<file path="src/rtl/cvxif_pkg.sv">
// CV-X-IF interface types shared by the core-side initiator and the coprocessor.
package cvxif_pkg;

    localparam int unsigned X_NUM_RS    = 2;
    localparam int unsigned X_ID_WIDTH  = 3;
    localparam int unsigned X_RFR_WIDTH = 32;
    localparam int unsigned X_DATAWIDTH = 32;

    typedef struct packed {
        logic [15:0]           instr;
        logic [X_ID_WIDTH-1:0] id;
    } x_compressed_req_t;

    typedef struct packed {
        logic [31:0] instr;
        logic        accept;
    } x_compressed_resp_t;

    typedef struct packed {
        logic [31:0]                          instr;
        logic [X_ID_WIDTH-1:0]                id;
        logic [X_NUM_RS-1:0][X_RFR_WIDTH-1:0] rs;
        logic [X_NUM_RS-1:0]                  rs_valid;
    } x_issue_req_t;

    typedef struct packed {
        logic accept;
        logic writeback;
        logic dualwrite;
        logic loadstore;
        logic exc;
    } x_issue_resp_t;

    typedef struct packed {
        logic [X_ID_WIDTH-1:0] id;
        logic                  commit_kill;
    } x_commit_t;

    typedef struct packed {
        logic [X_ID_WIDTH-1:0] id;
        logic [31:0]           addr;
        logic                  we;
    } x_mem_req_t;

    typedef struct packed {
        logic [X_ID_WIDTH-1:0] id;
        logic [31:0]           rdata;
        logic                  err;
    } x_mem_result_t;

    typedef struct packed {
        logic [X_ID_WIDTH-1:0]  id;
        logic [X_DATAWIDTH-1:0] data;
        logic [4:0]             rd;
        logic                   we;
        logic                   exc;
        logic [5:0]             exccode;
    } x_result_t;

    typedef struct packed {
        logic              x_compressed_valid;
        x_compressed_req_t x_compressed_req;
        logic              x_issue_valid;
        x_issue_req_t      x_issue_req;
        logic              x_commit_valid;
        x_commit_t         x_commit;
        logic              x_mem_ready;
        logic              x_mem_result_valid;
        x_mem_result_t     x_mem_result;
        logic              x_result_ready;
    } cvxif_req_t;

    typedef struct packed {
        logic               x_compressed_ready;
        x_compressed_resp_t x_compressed_resp;
        logic               x_issue_ready;
        x_issue_resp_t      x_issue_resp;
        logic               x_mem_valid;
        x_mem_req_t         x_mem_req;
        logic               x_result_valid;
        x_result_t          x_result;
    } cvxif_resp_t;

endpackage

</file>
<file path="src/rtl/cvxif_offload_pkg.sv">
// Local types for the offload controller: per-id tracking entry and FSM states.
package cvxif_offload_pkg;

    import cvxif_pkg::*;

    localparam int unsigned NumIds = 2 ** X_ID_WIDTH;

    typedef struct packed {
        logic valid;
        logic committed;
        logic writeback;
    } id_entry_t;

    typedef enum logic {
        RUN   = 1'b0,
        FLUSH = 1'b1
    } fsm_state_e;

endpackage

</file>
<file path="src/rtl/cvxif_id_table.sv">
// Per-X-ID offload tracking table with three lookup ports and the outstanding counter.
module cvxif_id_table
    import cvxif_pkg::*;
    import cvxif_offload_pkg::*;
#(
    parameter int unsigned MaxOutstanding = 4,
    parameter int unsigned CntW           = $clog2(MaxOutstanding + 1)
) (
    input  logic                  clk_i,
    input  logic                  rst_ni,
    input  logic                  set_i,
    input  logic [X_ID_WIDTH-1:0] set_id_i,
    input  logic                  set_wb_i,
    input  logic                  commit_i,
    input  logic [X_ID_WIDTH-1:0] commit_id_i,
    input  logic                  clr_a_i,
    input  logic [X_ID_WIDTH-1:0] clr_a_id_i,
    input  logic                  clr_b_i,
    input  logic [X_ID_WIDTH-1:0] clr_b_id_i,
    input  logic [X_ID_WIDTH-1:0] issue_id_i,
    input  logic [X_ID_WIDTH-1:0] result_id_i,
    input  logic [X_ID_WIDTH-1:0] scan_id_i,
    output id_entry_t             issue_entry_o,
    output id_entry_t             result_entry_o,
    output id_entry_t             scan_entry_o,
    output logic [CntW-1:0]       count_o
);

    id_entry_t [NumIds-1:0] entries_q;
    logic [CntW-1:0]        count_q;
    logic                   set_hit, cmt_hit, clr_a_hit, clr_b_hit;
    logic [NumIds-1:0]      set_vec, cmt_vec, clr_vec;

    // Only transitions on live entries touch the counter; a double clear of one id counts once.
    assign set_hit   = set_i && !entries_q[set_id_i].valid;
    assign cmt_hit   = commit_i && entries_q[commit_id_i].valid;
    assign clr_a_hit = clr_a_i && entries_q[clr_a_id_i].valid;
    assign clr_b_hit = clr_b_i && entries_q[clr_b_id_i].valid &&
                       !(clr_a_hit && (clr_a_id_i == clr_b_id_i));

    assign set_vec = set_hit ? (NumIds'(1) << set_id_i) : '0;
    assign cmt_vec = cmt_hit ? (NumIds'(1) << commit_id_i) : '0;
    assign clr_vec = (clr_a_hit ? (NumIds'(1) << clr_a_id_i) : '0) |
                     (clr_b_hit ? (NumIds'(1) << clr_b_id_i) : '0);

    always_ff @(posedge clk_i or negedge rst_ni) begin
        if (!rst_ni) begin
            entries_q <= '0;
            count_q   <= '0;
        end else begin
            for (int unsigned i = 0; i < NumIds; i++) begin
                if (set_vec[i]) begin
                    entries_q[i] <= '{valid: 1'b1, committed: 1'b0, writeback: set_wb_i};
                end else if (clr_vec[i]) begin
                    entries_q[i] <= '0;
                end else if (cmt_vec[i]) begin
                    entries_q[i].committed <= 1'b1;
                end
            end
            count_q <= count_q + CntW'(set_hit) - CntW'(clr_a_hit) - CntW'(clr_b_hit);
        end
    end

    assign issue_entry_o  = entries_q[issue_id_i];
    assign result_entry_o = entries_q[result_id_i];
    assign scan_entry_o   = entries_q[scan_id_i];
    assign count_o        = count_q;

endmodule

</file>
<file path="src/rtl/cvxif_offload_ctrl.sv">
// Core-side CV-X-IF initiator: issues offloads, tracks them by X-ID, gates results on commit.
module cvxif_offload_ctrl
    import cvxif_pkg::*;
    import cvxif_offload_pkg::*;
#(
    parameter int unsigned MaxOutstanding = 4
) (
    input  logic                            clk_i,
    input  logic                            rst_ni,
    input  logic                            flush_i,
    input  logic                            issue_valid_i,
    output logic                            issue_ready_o,
    input  logic [31:0]                     issue_instr_i,
    input  logic [X_ID_WIDTH-1:0]           issue_id_i,
    input  logic [X_NUM_RS*X_RFR_WIDTH-1:0] issue_rs_i,
    input  logic [X_NUM_RS-1:0]             issue_rs_valid_i,
    output logic                            issue_done_o,
    output logic [X_ID_WIDTH-1:0]           issue_done_id_o,
    output logic                            issue_accept_o,
    output logic                            issue_writeback_o,
    input  logic                            commit_valid_i,
    input  logic [X_ID_WIDTH-1:0]           commit_id_i,
    input  logic                            commit_kill_i,
    output logic                            result_valid_o,
    input  logic                            result_ready_i,
    output logic [X_ID_WIDTH-1:0]           result_id_o,
    output logic [X_DATAWIDTH-1:0]          result_data_o,
    output logic [4:0]                      result_rd_o,
    output logic                            result_we_o,
    output logic                            result_exc_o,
    output logic [5:0]                      result_exccode_o,
    output logic                            spurious_o,
    output cvxif_req_t                      cvxif_req_o,
    input  cvxif_resp_t                     cvxif_resp_i
);

    localparam int unsigned CntW = $clog2(MaxOutstanding + 1);

    fsm_state_e            state_q, state_d;
    logic [X_ID_WIDTH-1:0] ptr_q, ptr_d;
    id_entry_t             iss_e, res_e, scan_e;
    logic [CntW-1:0]       count;
    x_result_t             res;
    logic                  slot_ok, x_issue_valid, hs;
    logic                  scan_kill, run_commit, run_kill, retire;
    logic                  clr_a;
    logic [X_ID_WIDTH-1:0] clr_a_id;
    logic                  unused_sig;

    assign res = cvxif_resp_i.x_result;

    assign slot_ok       = !iss_e.valid && (count < CntW'(MaxOutstanding));
    assign x_issue_valid = (state_q == RUN) && issue_valid_i && slot_ok;
    assign hs            = x_issue_valid && cvxif_resp_i.x_issue_ready;
    assign issue_ready_o = hs;

    // Decision is reported one cycle after the handshake; the entry becomes live on the same edge.
    always_ff @(posedge clk_i or negedge rst_ni) begin
        if (!rst_ni) begin
            issue_done_o      <= 1'b0;
            issue_done_id_o   <= '0;
            issue_accept_o    <= 1'b0;
            issue_writeback_o <= 1'b0;
        end else begin
            issue_done_o      <= hs;
            issue_done_id_o   <= hs ? issue_id_i : '0;
            issue_accept_o    <= hs && cvxif_resp_i.x_issue_resp.accept;
            issue_writeback_o <= hs && cvxif_resp_i.x_issue_resp.writeback;
        end
    end

    always_ff @(posedge clk_i or negedge rst_ni) begin
        if (!rst_ni) begin
            state_q <= RUN;
            ptr_q   <= '0;
        end else begin
            state_q <= state_d;
            ptr_q   <= ptr_d;
        end
    end

    always_comb begin
        state_d   = state_q;
        ptr_d     = ptr_q;
        scan_kill = 1'b0;
        case (state_q)
            RUN: begin
                if (flush_i) begin
                    state_d = FLUSH;
                    ptr_d   = '0;
                end
            end
            FLUSH: begin
                // Committed entries survive the flush and retire through the result path.
                scan_kill = scan_e.valid && !scan_e.committed;
                ptr_d     = ptr_q + 1'b1;
                if (ptr_q == '1) state_d = RUN;
            end
            default: state_d = RUN;
        endcase
    end

    assign run_commit = (state_q == RUN) && commit_valid_i && !commit_kill_i;
    assign run_kill   = (state_q == RUN) && commit_valid_i && commit_kill_i;
    assign clr_a      = run_kill || scan_kill;
    assign clr_a_id   = (state_q == FLUSH) ? ptr_q : commit_id_i;

    // A result waits for its commit; results for unknown ids are drained so the coprocessor never stalls.
    assign result_valid_o = cvxif_resp_i.x_result_valid && res_e.valid && res_e.committed;
    assign retire         = result_valid_o && result_ready_i;
    assign spurious_o     = cvxif_resp_i.x_result_valid && !res_e.valid;

    assign result_id_o      = res.id;
    assign result_data_o    = res.data;
    assign result_rd_o      = res.rd;
    assign result_we_o      = res.we;
    assign result_exc_o     = res.exc;
    assign result_exccode_o = res.exccode;

    always_comb begin
        cvxif_req_o                      = '0;
        cvxif_req_o.x_issue_valid        = x_issue_valid;
        cvxif_req_o.x_issue_req.instr    = issue_instr_i;
        cvxif_req_o.x_issue_req.id       = issue_id_i;
        cvxif_req_o.x_issue_req.rs       = issue_rs_i;
        cvxif_req_o.x_issue_req.rs_valid = issue_rs_valid_i;
        if (state_q == FLUSH) begin
            cvxif_req_o.x_commit_valid          = scan_kill;
            cvxif_req_o.x_commit.id             = ptr_q;
            cvxif_req_o.x_commit.commit_kill    = scan_kill;
        end else begin
            cvxif_req_o.x_commit_valid          = commit_valid_i;
            cvxif_req_o.x_commit.id             = commit_id_i;
            cvxif_req_o.x_commit.commit_kill    = commit_kill_i;
        end
        cvxif_req_o.x_result_ready = cvxif_resp_i.x_result_valid &&
                                     (!res_e.valid || (res_e.committed && result_ready_i));
    end

    cvxif_id_table #(
        .MaxOutstanding (MaxOutstanding),
        .CntW           (CntW)
    ) u_table (
        .clk_i          (clk_i),
        .rst_ni         (rst_ni),
        .set_i          (hs && cvxif_resp_i.x_issue_resp.accept),
        .set_id_i       (issue_id_i),
        .set_wb_i       (cvxif_resp_i.x_issue_resp.writeback),
        .commit_i       (run_commit),
        .commit_id_i    (commit_id_i),
        .clr_a_i        (clr_a),
        .clr_a_id_i     (clr_a_id),
        .clr_b_i        (retire),
        .clr_b_id_i     (res.id),
        .issue_id_i     (issue_id_i),
        .result_id_i    (res.id),
        .scan_id_i      (ptr_q),
        .issue_entry_o  (iss_e),
        .result_entry_o (res_e),
        .scan_entry_o   (scan_e),
        .count_o        (count)
    );

    assign unused_sig = ^{iss_e.committed, iss_e.writeback, res_e.writeback, scan_e.writeback,
                          cvxif_resp_i.x_compressed_ready, cvxif_resp_i.x_compressed_resp,
                          cvxif_resp_i.x_mem_valid, cvxif_resp_i.x_mem_req,
                          cvxif_resp_i.x_issue_resp.dualwrite, cvxif_resp_i.x_issue_resp.loadstore,
                          cvxif_resp_i.x_issue_resp.exc};

endmodule

</file>
<file path="config.mk">
export PLATFORM = sky130hd
export DESIGN_NAME = cvxif_offload_ctrl
export DESIGN_NICKNAME = d
export VERILOG_FILES = /design/src/rtl/cvxif_pkg.sv /design/src/rtl/cvxif_offload_pkg.sv /design/src/rtl/cvxif_id_table.sv /design/src/rtl/cvxif_offload_ctrl.sv
export SDC_FILE = /design/constraint.sdc
export NUM_CORES = 1
export LEC_CHECK = 0
export CAP_MARGIN = 15
export CORE_AREA = 10 10 173 175
export CTS_CLUSTER_DIAMETER = 40
export DETAILED_ROUTE_END_ITERATION = 8
export DIE_AREA = 0 0 183 185
export PLACE_DENSITY = 0.44
export SLEW_MARGIN = 15
export SYNTH_ARGS = -nofsm -noshare
export SYNTH_HDL_FRONTEND = slang
export SYNTH_SLANG_ARGS = --single-unit
</file>
<file path="constraint.sdc">
create_clock -name clk_i -period 3.82 [get_ports clk_i]
set_input_delay 0.764 -clock clk_i [delete_from_list [all_inputs] [get_ports clk_i]]
set_output_delay 0.764 -clock clk_i [all_outputs]
set_load 0.03 [all_outputs]
</file>
* Yosys cells after proc, flatten, opt, wreduce, memory -nomap -nowiden
Index checks and enable logic that the tools add are counted.
** Storage, ports and cells
- Logic and storage cells :: 150
- Register bits :: 37
- Input port bits :: 237
** Cells by class
- Equal/unequal tests :: 3
- Reductions and logical operators :: 45
- Bitwise gates (word level) :: 2
- Shift-type cells :: 4
- Add/sub/neg operators :: 4
- $lt $le $gt $ge :: 6
- Muxes and demuxes :: 55
** Operators by type and width (number)
- 3-bit two-way mux :: 16
- 3-bit binary-select mux with 3-bit select :: 5
- 8-bit two-way mux :: 4
- 1-bit by 3-bit << shifter with 8-bit output, first input constant :: 4
- 1-bit two-way mux :: 27
- 3-bit nonzero test :: 8
- 1-bit logical AND :: 22
- 3-bit by 4-bit less-than comparator with 1-bit output, second input constant :: 5
- 2-bit nonzero test :: 8
- 8-bit bitwise OR :: 1
- 3-bit case mux with 2 select lines :: 1
- 3-bit by 1-bit subtractor with 3-bit output :: 2
- 1-bit logical NOT :: 5
- 5-bit two-way mux :: 1
- 3-bit by 1-bit adder with 3-bit output :: 1
- 3-bit by 1-bit adder with 3-bit output, second input constant :: 1
- 3-bit == test :: 1
- 3-bit == test, second input constant :: 1
- 3-bit less-than comparator, second input constant :: 1
- 1-bit logical OR :: 2
- 2-bit inequality test, second input constant :: 1
- 1-bit case mux with 2 select lines :: 1
- 1-bit NOT :: 1

* Longest topological paths before layout
- Word-level depth :: 14
- Gate-level depth with buffers :: 16

* Cells and area by module
Synthesis repeated with hierarchy kept, for this count alone.
** Second synthesis, totals
- Cell total of the unflattened synthesis :: 471
- Area, all modules :: 4355.4 sq um
** By module, submodules not included
- cvxif_id_table :: area each 2293.4 sq um, instances 1, seq. area each 675.6 sq um, cells an instance 216
- cvxif_offload_ctrl :: area each 2062.0 sq um, instances 1, seq. area each 250.2 sq um, cells an instance 255

* Worst setup path after synthesis
OpenSTA, ideal clock, no wires.
- Path type :: input to register
- From :: input port issue_id_i[0]
- To :: register u_table.count_q[2] (netlist: u_table.count_o[2])
- Setup slack :: 0.249 ns
- Required time :: 3.697 ns
- Stages on the path :: 12
- Arrival time :: 3.448 ns
- Path buffers :: 1
- Cells stage by stage :: clkbuf_1 -> mux4_2 -> mux2_2 -> nor2_1 -> and2_1 -> ha_1 -> nor2_1 -> ha_1 -> inv_1 -> ha_1 -> xnor2_1 -> xnor2_1
** On the way
- Word-level cells in the longest chain between the ends :: 11
** Ends and longest elaborated chain
- start: declaration :: line cvxif_offload_ctrl.sv:14 : input logic [X_ID_WIDTH-1:0] issue_id_i,
- 3-bit binary-select mux with 3-bit select :: line cvxif_id_table.sv:64 : assign issue_entry_o = entries_q[issue_id_i];
- 3-bit two-way mux (implied by the code) :: line cvxif_id_table.sv:64
- 1-bit logical NOT :: line cvxif_offload_ctrl.sv:52 : assign slot_ok = !iss_e.valid && (count < CntW'(MaxOutstanding));
- 1-bit logical AND :: line cvxif_offload_ctrl.sv:52
- 1-bit logical AND :: line cvxif_offload_ctrl.sv:53 : assign x_issue_valid = (state_q == RUN) && issue_valid_i && slot_ok;
- 1-bit logical AND :: line cvxif_offload_ctrl.sv:54 : assign hs = x_issue_valid && cvxif_resp_i.x_issue_ready;
- named net issue_ready_o :: line cvxif_offload_ctrl.sv:12 : output logic issue_ready_o,
- 1-bit logical AND :: line cvxif_offload_ctrl.sv:146 : .set_i (hs && cvxif_resp_i.x_issue_resp.accept),
- 1-bit logical AND :: line cvxif_id_table.sv:35 : assign set_hit = set_i && !entries_q[set_id_i].valid;
- 3-bit by 1-bit adder with 3-bit output :: line cvxif_id_table.sv:60 : count_q <= count_q + CntW'(set_hit) - CntW'(clr_a_hit) - CntW'(clr_b_hit);
- 3-bit by 1-bit subtractor with 3-bit output (2 in series) :: line cvxif_id_table.sv:60
- end signal: assignment :: line cvxif_id_table.sv:60
- end: declaration :: line cvxif_id_table.sv:30 : logic [CntW-1:0] count_q;
The timed path passes the listed nets, and every way through them passes these cells. The select of a mux whose other input is x is not followed.
A chain may end at the register's enable or synchronous reset.

==> key figures <==
Place
  – Total cell area at the placement stage: 3200 um2
  – Routability congestion estimate from global placement: 0.803
  – Final HPWL DP: 8160 um
  – Number of placed instances with taps included: 657
  – Pre-CTS WS: 0.0964 ns
  – Buffers on Ports: 41

Status
  – Run status: completed

Clock tree
  – # clock sinks: 29
  – CTS-repair resized insts: 0
  – Buffer levels on the longest clock path: 2
  – CTS hold repair buffers: 0
  – TritonCTS clock tree: done
  – CTS buffer count: 5
  – Clock root buffer master: sky130_fd_sc_hd__clkbuf_16
  – Htree depth: 2
  – Clock insertion delay at the later pin of the skew report: 0.29 ns
  – Reg clk slew, reported paths: 0.05 ns
  – Number of post-CTS setup repair buffers: 0

Logic synthesis
  – Dominant cell type by area after synthesis: sky130_fd_sc_hd__buf_4
  – Yosys warning count: 0
  – Commonest cells in the netlist: sky130_fd_sc_hd__buf_4 (210), sky130_fd_sc_hd__dfrtp_1 (29), sky130_fd_sc_hd__inv_1 (17), sky130_fd_sc_hd__nand2_1 (17)
  – Fraction of synthesized cell area taken by the top area cell type: 44.0%
  – Number of unique standard cell types used by synthesis: 45
  – Commonest register cell after synthesis: sky130_fd_sc_hd__dfrtp_1
  – Number of instances in the synthesized netlist: 414
  – Post-synthesis area per instance: 8.65 um2
  – Seq/Total Area, Yosys: 20.3%
  – Number of flip-flops and latches in the synthesized netlist: 29
  – Share of synthesized registers carrying an async set or reset: 100%
  – Count of flip-flops with a built-in enable after synthesis: 0
  – Most frequent cell after synthesis: sky130_fd_sc_hd__buf_4
  – Most area-consuming cells after synthesis: sky130_fd_sc_hd__buf_4 (44%), sky130_fd_sc_hd__dfrtp_1 (20%), sky130_fd_sc_hd__mux4_2 (5.0%), sky130_fd_sc_hd__nand2b_1 (2.3%), sky130_fd_sc_hd__ha_1 (2.1%)
  – Syn Std Cell Area: 3580 um2

Worst setup path
  – CP Max Fanout: 7
  – Setup slack on the worst flop-to-flop path: 0.74 ns
  – Critical path type: input pin to primary output
  – Startpoint kind of the worst setup timing path: input pin
  – Endpoint of the worst-slack reg-to-reg timing path: u_table.count_o[2]
  – Kind of capture point of the worst setup path: primary output
  – Launch instance of the worst register-to-register path: state_q
  – Data arrival time of the worst path: 2.73 ns
  – Required time worst endpoint: 3.06 ns
  – Path depth of the worst reg2reg path: 15

Timing
  – Number of failing hold endpoints at the final stage: 0
  – Clock Skew: 0.0112 ns
  – Slew at the pin closest to its max-slew limit: 0.715 ns
  – Total setup violations reported at the end of the flow: 0
  – Crit path setup slack, layout: 0.330 ns
  – Fin crit period: 3.49 ns
  – Share of the clock period used by the worst path after layout: 91.4%
  – Headroom to the max-slew limit: 52.0%
  – Setup repair after global routing missed its margin: false
  – Max Fclk: 287 MHz
  – Number of max-slew violations in the final report: 0
  – Setup tns final: 0 ns

Finish
  – Synth-to-Final Area Change: -6.36%
  – Share of cells above drive strength 1: 15.1%
  – Final Cell Area: 3350 um2
  – # nets final: 566
  – Non-Filler Instances: 665
  – Antenna cell count: 0

Detailed routing
  – Remaining routing DRC violations: 0
  – Via Count: 2155
  – Via-to-Cell Ratio: 3.24
  – Count of TritonRoute iterations in the first routing pass: 6
  – Routed length per instance: 14.5 um
  – Post-detailed-route count of antenna-violating nets: 0
  – WL final: 9640 um
  – Initial DRC Count: 147

Power and ir drop
  – Total power density per cell area: 677 nW/um2
  – Cell leakage power: 1.40 nW
  – Largest voltage drop on the vdd net: 0.000230 V

Die
  – I/O pins: 460
  – Cell row count: 60
  – Core Box Area: 26600 um2
  – Chip height: 185 um
  – Die Outline Area: 33900 um2
  – X dimension of the die: 183 um
  – Starting utilization of the core area: 13.5%

Min path
  – Worst hold endpoint: u_table.count_o[0]
  – Worst min-delay path class: flop to flop
  – Start point of the worst hold path: u_table.count_o[0]
  – Worst hold stages: 1

GRT
  – Leftover overflow at the end of global routing: 0
  – Vias in the first global route: 2307
  – Global router's overall resource usage: 5.40%
  – Global-route wire length before repair: 14000 um
  – Number of antenna violations at the first check in global routing: 1
  – Maximum number of pins on one net before global-route repair: 30

Flow run
  – Max Cap Violations: 0
## worst max-delay path: stages
cell	delay, ns
sky130_fd_sc_hd__clkdlybuf4s50_1	0.51
sky130_fd_sc_hd__buf_12	0.14
sky130_fd_sc_hd__mux4_2	0.51
sky130_fd_sc_hd__mux2i_1	0.27
sky130_fd_sc_hd__and2_1	0.19
sky130_fd_sc_hd__o21bai_1	0.16
sky130_fd_sc_hd__buf_12	0.16
## per-stage QoR
| step | util [%] | total power [W] | hold WS, ns |
|---|---|---|---|
| 2_1_floorplan | - | 0.00174 | 0.456 |
| 3_3_place_gp | 12.0 | 0.00188 | 0.466 |
| 3_5_place_dp | 12.0 | 0.00188 | 0.474 |
| 4_1_cts | 12.6 | 0.00229 | 0.486 |
| 5_1_grt | 12.6 | 0.00243 | 0.507 |
| 6_report | 12.6 | 0.00227 | 0.487 |
## registers in the layout, indices dropped and copies added, names as in the netlist
name	flops
issue_accept_o	1
issue_done_id_o	3
issue_done_o	1
issue_writeback_o	1
ptr_q	3
state_q	1
u_table.count_o	3
u_table.entries_q	16
## placed cells by master, fill, tap and decap left out, types with 6 or more instances in the layout
cell type and count:
sky130_fd_sc_hd__a31oi_1 6, sky130_fd_sc_hd__buf_4 20, sky130_fd_sc_hd__nand4_1 9, sky130_fd_sc_hd__inv_1 17, sky130_fd_sc_hd__o21ai_1 12, sky130_fd_sc_hd__nand2_1 17
sky130_fd_sc_hd__nor2_1 13, sky130_fd_sc_hd__conb_1 58, sky130_fd_sc_hd__clkdlybuf4s50_1 36, sky130_fd_sc_hd__nand2b_1 13, sky130_fd_sc_hd__dfrtp_1 29, sky130_fd_sc_hd__ha_1 6
sky130_fd_sc_hd__mux4_2 8, sky130_fd_sc_hd__mux2i_1 6, sky130_fd_sc_hd__and2_1 7
## how the worst max path moves through the flow
| stage | startpoint | endpoint | slack, ns |
|---|---|---|---|
| floorplan | issue_id_i[0] | u_table.count_o[2] | 0.25 |
| finish | cvxif_resp_i[45] | cvxif_req_o[0] | 0.33 |
| global route | cvxif_resp_i[45] | cvxif_req_o[0] | 0.23 |
| CTS | cvxif_resp_i[45] | cvxif_req_o[0] | 0.28 |
| global placement | cvxif_resp_i[45] | u_table.count_o[2] | 0.09 |
| detailed placement | cvxif_resp_i[45] | u_table.count_o[2] | 0.1 |
## layout make-up
cell class | instances | area (um2)
clock buffers | 6 | 139
clock inverters | 2 | 13.8
multi-input cells | 210 | 1400
fillers | 3066 | 23200
repair buffers | 60 | 591
well taps | 341 | 427
flip-flops and latches | 29 | 726
inverters | 17 | 63.8
## report_power, final
part           total, W  internal (W)  switching (W)
logic           0.00129      0.000553       0.000736
clock network  0.000404      0.000259       0.000145
registers      0.000577      0.000413       0.000163
total           0.00227       0.00122        0.00104
## kinds of logic (layout without fill, tap and decap cells)
| family | count (synthesis) | count (layout) | synth area share (%) |
|---|---|---|---|
| other cells | 1 | 58 | 0.105 |
| xor+xnor | 5 | 5 | 1.22 |
| fa+ha+maj | 6 | 6 | 2.10 |
| compound gates | 38 | 38 | 7.82 |
| mux | 16 | 16 | 7.65 |
| flops | 29 | 29 | 20.3 |
| simple gates | 87 | 87 | 14.1 |
| buf+inv | 232 | 85 | 46.8 |
## metal layers
layer  vias up  share of wire, %  GRT usage [%]
met5         -             0.093              0
met1       991                37           5.43
li1        926                 -              -
met2       150                47           8.88
met4         2               7.1           4.36
met3        86               9.2           2.04
No activity file was read; power rests on OpenSTA's default activity.
